==> src/rtl/board_pkg.sv <==
// Shared types and defaults for the board loader and its counter.
package board_pkg;

  typedef enum logic [1:0] {
    ST_IDLE   = 2'd0,
    ST_LOAD   = 2'd1,
    ST_COMMIT = 2'd2,
    ST_RUN    = 2'd3
  } loader_state_t;

  localparam int DEFAULT_BOARD_WIDTH  = 32;
  localparam int DEFAULT_BOARD_HEIGHT = 32;
  localparam int DEFAULT_COUNT_WIDTH  = 16;

  // A one-row board still needs a 1-bit index port.
  function automatic int row_idx_width(input int height);
    return (height > 1) ? $clog2(height) : 1;
  endfunction

endpackage

==> src/rtl/board_loader_step_counter.sv <==
// Loadable down-counter with zero flag; load/decrement take effect on the next edge.
// No backpressure: dec is ignored once the count reaches zero.
module step_counter #(
  parameter int COUNT_WIDTH = 16
) (
  input  logic                   clk,
  input  logic                   rst,
  input  logic                   load,
  input  logic [COUNT_WIDTH-1:0] load_val,
  input  logic                   dec,
  output logic                   zero
);

  logic [COUNT_WIDTH-1:0] cnt;

  always_ff @(posedge clk or posedge rst) begin
    if (rst) begin
      cnt <= '0;
    end else if (load) begin
      cnt <= load_val;
    end else if (dec && !zero) begin
      cnt <= cnt - COUNT_WIDTH'(1);
    end
  end

  assign zero = (cnt == '0);

endmodule

==> src/rtl/board_loader.sv <==
// Assembles a board image row by row, commits it with set_state, and sequences N-cycle runs.
// Rows accepted when row_ready (IDLE/LOAD); commit pulse one cycle after the last row; no input queueing.
module board_loader
  import board_pkg::*;
#(
  parameter int BOARD_WIDTH  = DEFAULT_BOARD_WIDTH,
  parameter int BOARD_HEIGHT = DEFAULT_BOARD_HEIGHT,
  parameter int COUNT_WIDTH  = DEFAULT_COUNT_WIDTH,
  localparam int RIW         = row_idx_width(BOARD_HEIGHT)
) (
  input  logic                              clk,
  input  logic                              rst,
  input  logic [BOARD_WIDTH-1:0]            row_data,
  input  logic                              row_valid,
  output logic                              row_ready,
  input  logic                              load_abort,
  input  logic                              gen_start,
  input  logic [COUNT_WIDTH-1:0]            gen_count,
  output logic [BOARD_WIDTH*BOARD_HEIGHT-1:0] new_board_state,
  output logic                              set_state,
  output logic                              generate_state,
  output logic                              busy,
  output logic                              gen_done,
  output logic [RIW-1:0]                    row_index
);

  localparam logic [RIW-1:0] LAST_ROW = RIW'(BOARD_HEIGHT - 1);

  loader_state_t state, state_nxt;
  logic [RIW-1:0] idx_nxt;
  logic           row_acc;
  logic           row_wr;
  logic           done_nxt;
  logic           cnt_load;
  logic           cnt_dec;
  logic           cnt_zero;

  assign row_ready = (state == ST_IDLE) || (state == ST_LOAD);
  assign busy      = (state != ST_IDLE);
  assign row_acc   = row_valid && row_ready;

  always_ff @(posedge clk or posedge rst) begin
    if (rst) begin
      state          <= ST_IDLE;
      row_index      <= '0;
      set_state      <= 1'b0;
      generate_state <= 1'b0;
      gen_done       <= 1'b0;
    end else begin
      state          <= state_nxt;
      row_index      <= idx_nxt;
      set_state      <= (state_nxt == ST_COMMIT);
      generate_state <= (state_nxt == ST_RUN);
      gen_done       <= done_nxt;
    end
  end

  always_comb begin
    state_nxt = state;
    idx_nxt   = row_index;
    row_wr    = 1'b0;
    done_nxt  = 1'b0;
    cnt_load  = 1'b0;
    cnt_dec   = 1'b0;
    unique case (state)
      ST_IDLE, ST_LOAD: begin
        if (state == ST_LOAD && load_abort) begin
          state_nxt = ST_IDLE;
          idx_nxt   = '0;
        end else if (row_acc) begin
          // row_index is always 0 in IDLE, so IDLE and LOAD share the row path
          row_wr = 1'b1;
          if (row_index == LAST_ROW) begin
            state_nxt = ST_COMMIT;
            idx_nxt   = '0;
          end else begin
            state_nxt = ST_LOAD;
            idx_nxt   = row_index + RIW'(1);
          end
        end else if (state == ST_IDLE && gen_start) begin
          if (gen_count == '0) begin
            done_nxt = 1'b1;
          end else begin
            cnt_load  = 1'b1;
            state_nxt = ST_RUN;
          end
        end
      end
      ST_COMMIT: state_nxt = ST_IDLE;
      ST_RUN: begin
        if (cnt_zero) begin
          state_nxt = ST_IDLE;
          done_nxt  = 1'b1;
        end else begin
          cnt_dec = 1'b1;
        end
      end
      default: state_nxt = ST_IDLE;
    endcase
  end

  // Counter holds N-1 so that zero marks the final RUN cycle.
  step_counter #(.COUNT_WIDTH(COUNT_WIDTH)) u_step_counter (
    .clk      (clk),
    .rst      (rst),
    .load     (cnt_load),
    .load_val (gen_count - COUNT_WIDTH'(1)),
    .dec      (cnt_dec),
    .zero     (cnt_zero)
  );

  always_ff @(posedge clk or posedge rst) begin
    if (rst) begin
      new_board_state <= '0;
    end else begin
      for (int r = 0; r < BOARD_HEIGHT; r++) begin
        if (row_wr && row_index == RIW'(r)) begin
          new_board_state[r*BOARD_WIDTH +: BOARD_WIDTH] <= row_data;
        end
      end
    end
  end

endmodule

==> config.mk <==
export PLATFORM = sky130hd
export DESIGN_NAME = board_loader
export DESIGN_NICKNAME = d
export VERILOG_FILES = /design/src/rtl/board_pkg.sv /design/src/rtl/board_loader_step_counter.sv /design/src/rtl/board_loader.sv
export SDC_FILE = /design/constraint.sdc
export NUM_CORES = 2
export LEC_CHECK = 0
export ABC_AREA = 1
export BUFFER_PORTS_ARGS = -buffer_cell sky130_fd_sc_hd__buf_2
export CAP_MARGIN = 20
export CORE_AREA = 3 3 428 430
export DETAILED_ROUTE_END_ITERATION = 12
export DIE_AREA = 0 0 431 433
export PLACE_DENSITY = 0.42
export SYNTH_ARGS = -nofsm -noshare
export SYNTH_HDL_FRONTEND = slang
export SYNTH_SLANG_ARGS = --single-unit
==> constraint.sdc <==
create_clock -name clk -period 68.8 [get_ports clk]
set_clock_uncertainty 0.05 [all_clocks]
set_input_delay 13.76 -clock clk [delete_from_list [all_inputs] [get_ports clk]]
set_output_delay 13.76 -clock clk [all_outputs]
set_load 0.01 [all_outputs]
==> reports/results.ini <==
[cts]
numCtsBuffers = 121
clkSinkCount = 1050
clockRootBuffer = clkbuf_16
path_clk_slew_ps = 60
clockBufferDepth = 3
htreeDepth = 3
cts_hold_buf = 0
cts_tree = done
cts_setup_buffers = 0
insertion_delay_ps = 770
cts_resized = 0

[synth]
ys_async_sr_fraction = 1.00
synth-edff-count = 0
yosysTopAreaCellShare = 0.686
yosys_warnings = 0
ys_top_cells_by_count = dfrtp_1, nand2_1, o21ai_0
synth_area_leaders = dfrtp_1, o21ai_0, nand2_1
synthCells = 3770
synth.most_common_cell = dfrtp_1
syn-cell-area_mm2 = 0.0383
ys_ff_latch = 1050
yosys_most_used_dff = dfrtp_1
yosysSeqAreaShare = 0.686
synth_nets = 3830
syn_avg_cell_area_um2 = 10.2
yosysTopAreaCell = dfrtp_1
synth_cell_type_count = 32

[hold_path]
hp-start = new_board_state[368]
worstHoldPathCells = 2
hold_path.class = reg2reg
hold-path-endpoint = new_board_state[368]

[placement]
numPortBuffers = 1086
gp_congestion = 0.805
dp_hpwl_um = 113000

[worst_setup_path]
rrSetupSlack_ps = 65210
crit_fanout = 166
startpoint_type = input port
r2r_start = state[0]
r2r_cells = 8
worst_setup_path_end_kind = async pin
critical_path_class = in2async
reg2reg_to = new_board_state[931]
arrival_ps = 17860
critPathRequiredTime_ps = 69530

[timing]
slew_violations = 0
fin_crit_ps = 17120
maxSlewHeadroom = 0.268
finalCritPeriodShare = 0.249
setup_viol = 0
hold-worst-slack_ps = 426
finalHoldViolations = 0
rsz0062_at_grt = false
fmax_mhz = 58.4
fin_setup_tns_ps = 0
tightest_slew_ps = 1100

[die]
ios = 1087
start_util = 0.213
dieArea_mm2 = 0.187
die_y_um = 433
placementRows = 156
die_w_um = 431
coreArea_mm2 = 0.180

[power]
p_leak_nw = 25.7
max-vdd-ir-drop_mv = 0.0206
power_density_mw_per_mm2 = 27.0

[grt]
grt_pass1_vias = 29600
grt_usage = 0.176
grt_max_degree = 167
grt_first_pass_wirelength_um = 236000
grt_overflow = 0
antenna_found_initial = 21

[route]
first_iter_violations = 2366
wirelength_um = 171000
ant_nets = 0
wl_per_cell_um = 23.6
via_per_inst = 4.22
via_count = 30500
remaining_drc_errors = 0
drt-pass1-iter-count = 5

[cells_and_area]
drive_above_1_share = 0.295
seqCellArea_mm2 = 0.0263
area_delta_synth_final_pct = 31.1
multi_input_area_mm2 = 0.0106
n_fill_cell = 19400
nNetsFinal = 4802

[run]
maxCapViolCount = 0

[outcome]
status = finished, final reports clean

==> cell families after synthesis <==
logic type / synth area share
AOI/OAI and AO/OA: 0.138
xor gates and xnor gates: 0.000686
adders and majority gates: 0.00229
buffers and inverters: 0.0390
DFF: 0.686
and+or+nand+nor: 0.134
==> through the flow <==
step | setup WS [ps] | total power (W) | std cells | utilization | area, um^2
finish | 51680 | 0.00136 | 7230 | 0.279 | 50200
global route | 51160 | 0.00141 | 7219 | 0.278 | 50200
CTS | 51610 | 0.00138 | 7217 | 0.278 | 50200
detailed placement | 50720 | 0.000716 | 6989 | 0.256 | 46100
global placement | 50770 | 0.000716 | 6988 | 0.256 | 46100
floorplan | 25440 | 0.000678 | 3770 | - | 38300
==> worst max-delay path, stage by stage <==
cell	delay, ps
buf_2	130
inv_8	550
buf_4	760
buf_4	750
buf_12	610
buf_4	790
==> area by class of cell <==
| class | instances | share of cell area |
|---|---|---|
| Sequential cell | 1050 | 0.524 |
| Multi-Input combinational cell | 2343 | 0.212 |
| Timing Repair Buffer | 1155 | 0.119 |
| Clock buffer | 183 | 0.0708 |
| Tap cell | 2370 | 0.0591 |
| Clock inverter | 45 | 0.00935 |
| Inverter | 71 | 0.00546 |
| Antenna cell | 13 | 0.000648 |
==> report_power, final <==
part / leakage (nW) / switching (W) / total (W) / internal [W]
combinational: 9.60 / 0.0000527 / 0.0000684 / 0.0000158
clock: 1.99 / 0.000277 / 0.000653 / 0.000376
sequential: 14.2 / 0.00000609 / 0.000635 / 0.000628
total: 25.7 / 0.000336 / 0.00136 / 0.00102
==> registers in the layout (all words and copies together) (netlist names) <==
name,flops
new_board_state,1024
u_step_counter.cnt,16
row_index,5
state,2
gen_done,1
generate_state,1
set_state,1
==> cells in the final DEF, fill, tap and decap left out, drive strengths merged <==
cell type	instances
dfrtp	1050
o21ai	782
o22ai	1
o21a	1
xnor2	1
a21oi	259
ha	7
clkinv	28
nor3	9
buf	1155
o2bb2ai	1
nor2	299
nand4	5
nand3b	12
clkbuf	183
inv	81
nand3	46
nor4	12
o2111ai	1
bufinv	5
a31oi	4
diode	13
xor2	2
nand2	901
clkinvlp	2
==> per-layer routing <==
| layer | part of all wire | GRT usage | vias to the layer above |
|---|---|---|---|
| li1 | - | - | 14300 |
| met2 | 0.50 | 0.304 | 1034 |
| met1 | 0.39 | 0.210 | 14900 |
| met3 | 0.074 | 0.0462 | 247 |
| met5 | 0 | 0 | - |
| met4 | 0.037 | 0.0675 | 0 |
==> worst max-delay path by stage <==
stage,cells after the start,endpoint,slack (ps),from
after floorplan,1,gen_done,25440,rst
after global placement,6,new_board_state[182],50770,rst
after detailed placement,6,new_board_state[245],50720,rst
after CTS,6,new_board_state[151],51610,rst
after global routing,6,new_board_state[151],51160,rst
final,6,new_board_state[852],51680,rst
No activity file was read; power rests on OpenSTA's default activity.
